[config.mk]
export PLATFORM = sky130hd
export DESIGN_NAME = pll_lock_sequencer
export DESIGN_NICKNAME = d
export VERILOG_FILES = /design/src/rtl/pll_lock_sequencer.sv
export SDC_FILE = /design/constraint.sdc
export NUM_CORES = 1
export LEC_CHECK = 0
export BUFFER_PORTS_ARGS = -buffer_cell sky130_fd_sc_hd__buf_2
export CAP_MARGIN = 20
export CORE_MARGIN = 2
export CORE_UTILIZATION = 40
export DETAILED_ROUTE_END_ITERATION = 8
export PLACE_DENSITY = 0.6
export SYNTH_ARGS = -nofsm -noshare
export SYNTH_HDL_FRONTEND = slang
export SYNTH_SLANG_ARGS = --single-unit
export TNS_END_PERCENT = 50
[constraint.sdc]
create_clock -name clk -period 4.8 [get_ports clk]
set_clock_uncertainty 0.05 [all_clocks]
set_input_delay 0.48 -clock clk [delete_from_list [all_inputs] [get_ports clk]]
set_output_delay 0.48 -clock clk [all_outputs]
set_load 0.02 [all_outputs]
[src/rtl/pll_lock_sequencer.sv]
// Sequences PLL RESETB and a qualified system reset from a synchronised PLL lock,
// retrying the PLL on lock timeout and counting retries and lock-loss events.
module pll_lock_sequencer #(
    parameter int unsigned PLL_RESET_CYCLES    = 16,
    parameter int unsigned LOCK_STABLE_CYCLES  = 1024,
    parameter int unsigned LOCK_TIMEOUT_CYCLES = 65535,
    parameter int unsigned CNT_W               = 16
) (
    input  logic       clk,
    input  logic       resetn,
    input  logic       pll_lock_async,
    input  logic       clear_counts,
    output logic       pll_resetb,
    output logic       sys_resetn,
    output logic       ready,
    output logic [1:0] state,
    output logic [7:0] lock_loss_count,
    output logic [7:0] retry_count
);

    typedef enum logic [1:0] {
        PLL_RESET = 2'd0,
        WAIT_LOCK = 2'd1,
        STABILIZE = 2'd2,
        RUN       = 2'd3
    } state_e;

    localparam logic [CNT_W-1:0] RST_LAST = CNT_W'(PLL_RESET_CYCLES - 1);
    localparam logic [CNT_W-1:0] STB_LAST = CNT_W'(LOCK_STABLE_CYCLES - 1);
    localparam logic [CNT_W-1:0] TO_LAST  = CNT_W'(LOCK_TIMEOUT_CYCLES - 1);

    state_e           state_q, state_d;
    logic [CNT_W-1:0] cnt_q, cnt_d;
    logic             lock_meta_q, lock_s_q;
    logic             pll_resetb_q, sys_resetn_q, ready_q;
    logic [7:0]       loss_q, loss_d, retry_q, retry_d;
    logic             loss_inc, retry_inc;

    always_comb begin
        state_d   = state_q;
        cnt_d     = cnt_q + CNT_W'(1);
        loss_inc  = 1'b0;
        retry_inc = 1'b0;
        case (state_q)
            PLL_RESET: begin
                if (cnt_q == RST_LAST) begin
                    state_d = WAIT_LOCK;
                    cnt_d   = '0;
                end
            end
            WAIT_LOCK: begin
                if (lock_s_q) begin
                    state_d = STABILIZE;
                    cnt_d   = '0;
                end else if (cnt_q == TO_LAST) begin
                    state_d   = PLL_RESET;
                    cnt_d     = '0;
                    retry_inc = 1'b1;
                end
            end
            STABILIZE: begin
                // Any low sample restarts qualification from WAIT_LOCK.
                if (!lock_s_q) begin
                    state_d = WAIT_LOCK;
                    cnt_d   = '0;
                end else if (cnt_q == STB_LAST) begin
                    state_d = RUN;
                    cnt_d   = '0;
                end
            end
            RUN: begin
                cnt_d = '0;
                if (!lock_s_q) begin
                    state_d  = PLL_RESET;
                    loss_inc = 1'b1;
                end
            end
            default: begin
                state_d = PLL_RESET;
                cnt_d   = '0;
            end
        endcase
    end

    // Clear wins over a same-edge increment; both saturate at 255.
    always_comb begin
        loss_d  = loss_q;
        retry_d = retry_q;
        if (clear_counts) begin
            loss_d  = '0;
            retry_d = '0;
        end else begin
            if (loss_inc && loss_q != 8'hFF)   loss_d  = loss_q + 8'd1;
            if (retry_inc && retry_q != 8'hFF) retry_d = retry_q + 8'd1;
        end
    end

    always_ff @(posedge clk or negedge resetn) begin
        if (!resetn) begin
            state_q      <= PLL_RESET;
            cnt_q        <= '0;
            lock_meta_q  <= 1'b0;
            lock_s_q     <= 1'b0;
            pll_resetb_q <= 1'b0;
            sys_resetn_q <= 1'b0;
            ready_q      <= 1'b0;
            loss_q       <= '0;
            retry_q      <= '0;
        end else begin
            lock_meta_q  <= pll_lock_async;
            lock_s_q     <= lock_meta_q;
            state_q      <= state_d;
            cnt_q        <= cnt_d;
            // Outputs decoded from next state so they change on the same edge as state.
            pll_resetb_q <= (state_d != PLL_RESET);
            sys_resetn_q <= (state_d == RUN);
            ready_q      <= (state_d == RUN);
            loss_q       <= loss_d;
            retry_q      <= retry_d;
        end
    end

    assign pll_resetb      = pll_resetb_q;
    assign sys_resetn      = sys_resetn_q;
    assign ready           = ready_q;
    assign state           = state_q;
    assign lock_loss_count = loss_q;
    assign retry_count     = retry_q;

endmodule

Yosys cells after proc, flatten, opt, wreduce, memory -nomap -nowiden
Cells that the tools add are included.

Bits in registers: 38. Word-level logic and storage cells: 48. Output and inout port bits: 21.

Reductions and logical operators: 6. Multiplexer cells: 22. $add $sub $neg: 3. Equality and inequality tests: 9.

Operators by type and width (count): $mux W16 (5); $pmux W16 S4 (1); $mux W8 (4); $add A16 B1 Y16 const B (1); $add A8 B1 Y8 const B (2); $eq A16 B10 Y1 const B (1); $eq A16 B16 Y1 const B (1); $eq A16 B4 Y1 const B (1); $ne A8 B8 Y1 const B (2); $mux W2 (6); $pmux W2 S4 (1); $eq A2 B2 Y1 const B (3); $reduce_bool A2 Y1 (3); $mux W1 (5); $eq A2 B1 Y1 const B (1); $logic_and A1 B1 Y1 (2); $logic_not A2 Y1 (1).

Logic depth before layout (Yosys ltp)
Depth after elaboration: 7. Mapped depth: 8. Gate-level depth less buffers: 6.

Worst setup path before layout
No wires, ideal clock.

Path kind: register -> register. From: reg cnt_q[0]. To: reg retry_q[4] (netlist: retry_count[4]). Setup slack: 2.746 ns. Buffers on the path: 1. Setup time: 0.078 ns. Arrival time: 1.926 ns. Stages on the path, launching flop included: 8. Clock period less this slack: 2.054 ns. Path through: dfrtp_1 inv_1 ha_1 nand3_1 or4_4 buf_6 or4_1 a21oi_1.

Cells in the longest elaborated chain, start to end: 6.

Ends and longest elaborated chain: start, declared (line 33) `logic [CNT_W-1:0] cnt_q, cnt_d;`; start signal, assigned (line 113) `cnt_q <= cnt_d;`; $eq A16 B16 Y1 (line 55) `end else if (cnt_q == TO_LAST) begin`; $mux W1 (line 55); $mux W1 (line 52) `if (lock_s_q) begin`; $mux W1 (line 44) `case (state_q)`; $logic_and A1 B1 Y1 (line 94) `if (retry_inc && retry_q != 8'hFF) retry_d = retry_q + 8'd1;`; $reduce_bool A2 Y1 (no source line); end signal, assigned (line 119) `retry_q <= retry_d;`; end, declared (line 36) `logic [7:0] loss_q, loss_d, retry_q, retry_d;`.

Every way passes these cells. A chain may end at the register's enable or synchronous reset.

Worst setup path in the final report
From: reg cnt_q[0]. To: reg cnt_q[15].

Cells in the longest elaborated chain, start to end: 4.

Ends and longest elaborated chain: $add A16 B1 Y16 (tied with other cells) (line 41) `cnt_d = cnt_q + CNT_W'(1);`; $mux W16, on equally long branches (line 66, 55); $mux W16, on equally long branches (line 63, 52); $pmux W16 S4 * (line 44); via cnt_d[15] (line 33).

Mark *: on every way through the listed nets, which the timed path passes. The rest lies on a longest branch.

==> flow_summary.toml <==
[logic_synthesis]
synth_top_family_by_area = "simple AND/OR/NAND/NOR gates"
synth_ff_type = "dfrtp_1"
synth_top_cell_by_area = "dfrtp_1"
syn_nets = 209
synth-xor-area-share_pct = 7.489
syn-cell-area_mm2 = 0.001988
yosysWarnings = 0
synth_fa_ha_area_share_pct = 2.517
synth_common_cells = "dfrtp_1 (38), a21oi_1 (28), nand3_1 (11), xnor2_1 (11), nor2_1 (10)"
synth_area_leaders = "dfrtp_1 (48%), a21oi_1 (7.0%), xnor2_1 (4.8%)"
synth.most_common_cell = "dfrtp_1"
ys_seq_elements = 38
synthMuxAreaShare_pct = 1.070
synth-seq-area-share_pct = 47.83
netlist_instances = 201
synth_top_area_share_pct = 47.83
synth_edf_count = 0
synth_compound_area_share_pct = 14.85
ys_types = 42
postSynthAreaPerCell_um2 = 9.891
ys_async_sr_fraction_pct = 100.0
synth-simple-area-share_pct = 22.34

[routing]
vias_per_cell = 5.296
drt_iter0_drc = 88
wire_per_inst_um = 13.70
finalWirelength_um = 3988
drc_errors = 0
dr_total_vias = 1541
drt.antenna.violating_nets = 0
dr.pass1.iters = 5

[worst_setup_path]
path_class = "flop to flop"
crit_path_end_kind = "flop"
endpoint = "cnt_q[15]$_DFF_PN0_"
critPathLaunch = "cnt_q[0]$_DFF_PN0_"
timing.rr.end = "cnt_q[15]$_DFF_PN0_"
timing.rr.start = "cnt_q[0]$_DFF_PN0_"
cp-start-kind = "flop"
r2r_slack_ps = 2490
cp_data_arrival_time_ps = 2400
worstPathRequired_ps = 4890
r2r_cells = 6
crit_fanout = 19

[sta]
timing.slew.headroom_pct = 43.61
slew_viol_final = 0
setup-violations-final = 0
finalHoldViolCount = 0
setup_ws_ps = 2489
setup_tns_ps = 0
rsz0062_at_grt = "false"
fmax_mhz = 432.6
period_share_pct = 48.15
tightest_slew_ps = 845.8
fin_crit_ps = 2311

[clocking]
holdBufCountCts = 0
post_cts_buffers = 0
htree_levels = 2
cts_tree = "done"
insertion_delay_ps = 290
cts.sinks = 38
clk_pin_slew_ps = 80
cts.path.max_buffers = 2
cts_root_buf = "clkbuf_8"
post_cts_resized = 0
cts_made_buffers = 5

[placed_design]
post-place-ws_ps = 2479
hpwl_um = 2765
placed_cell_area_mm2 = 0.002145
port_buffers = 24
gp_congestion = 0.8416

[final_layout]
final_layout_size_suffix_gt1_share_pct = 15.63
n_antenna_cell = 0
nets = 231
synthToLayoutAreaGrowth_pct = 12.46
final_area_mm2 = 0.002236
fillers = 464
multi_input_area_um2 = 959.7
seqCellArea_um2 = 950.9

[pwr]
vdd_drop_max_uv = 241.8
p_leak_nw = 0.9806
power_density_mw_per_mm2 = 351.1

[die]
die_y_um = 74.50
core-area_mm2 = 0.004755
die_w_um = 74.50
rows = 25
start_util_pct = 41.82
die-area_mm2 = 0.005550
ios = 25

[worst_hold_path]
hold_class = "input pin to async pin"

[global_routing]
grt_start_max_net_pins = 39
grt_pass1_wl_um = 7044
antenna_found_initial = 0
overflow = 0
grt_pass1_vias = 1440
grt_usage_pct = 16.51

[status]
status = "completed"

[flow_run]
maxCapViolCount = 0
-- state kept, by name (all words and copies together), names as in the netlist --
signal           cells
ready                1
state                2
lock_s_q             1
lock_meta_q          1
cnt_q               16
lock_loss_count      8
pll_resetb           1
retry_count          8
-- worst max-delay path: stages (launching register included) --
cell and delay [ps]:
dfrtp_1 430, inv_1 80, ha_1 130, nand3_1 70, or4_4 640, a22oi_1 600, a2bb2oi_1 150
-- metrics by stage --
| stage | power (mW) | std cells | util (%) | hold slack [ps] |
|---|---|---|---|---|
| final | 0.7851 | 291 | 47.03 | 228.3 |
| after global routing | 0.8386 | 291 | 47.03 | 237.0 |
| after CTS | 0.7928 | 291 | 47.03 | 238.8 |
| after detailed placement | 0.5672 | 283 | 45.11 | 296.5 |
| after global placement | 0.5667 | 283 | 45.11 | 282.0 |
| after floorplan | 0.5180 | 201 | - | 134.4 |
-- layer usage --
| layer | track usage [%] | share of wire [%] |
|---|---|---|
| met3 | 3.388 | 3.3 |
| met5 | 0 | 0 |
| met4 | 5.952 | 1.4 |
| met1 | 25.17 | 53 |
| met2 | 23.11 | 42 |
-- layout by cell type (no fill, tap or decap), types with 7 or more instances in the layout --
cell and count:
dfrtp_1 38, nand3_1 11, buf_2 24, nand2_1 8
nor2_1 10, nand4_1 7, inv_1 8, xnor2_1 11
nor4_1 7, a21oi_1 28
-- cell type report --
cell class,instances,share of cell area (%)
Multi-Input combinational cell,146,42.92
Sequential cell,38,42.53
Timing Repair Buffer,24,5.372
Clock buffer,7,3.861
Tap cell,67,3.749
Inverter,8,1.343
Clock inverter,1,0.2238
-- how the worst min path moves through the flow --
stage | end | cells after the start
global route | lock_meta_q$_DFF_PN0_ | 1
floorplan | cnt_q[0]$_DFF_PN0_ | 0
CTS | lock_meta_q$_DFF_PN0_ | 1
finish | lock_loss_count[6]$_DFFE_PN0P_ | 1
detailed placement | lock_s_q$_DFF_PN0_ | 0
global placement | lock_s_q$_DFF_PN0_ | 0
-- kinds of logic after synthesis --
logic type	count (synthesis)
simple gates	73
compound gates	50
flops	38
xor+xnor	17
buf+inv	17
fa+ha+maj	4
mux	2
-- report_power, final --
group	switching [mW]	internal (mW)
clock network	0.107	0.116
logic	0.108	0.0599
registers	0.0444	0.350
Note: power is estimated with default switching activity, not from simulation.
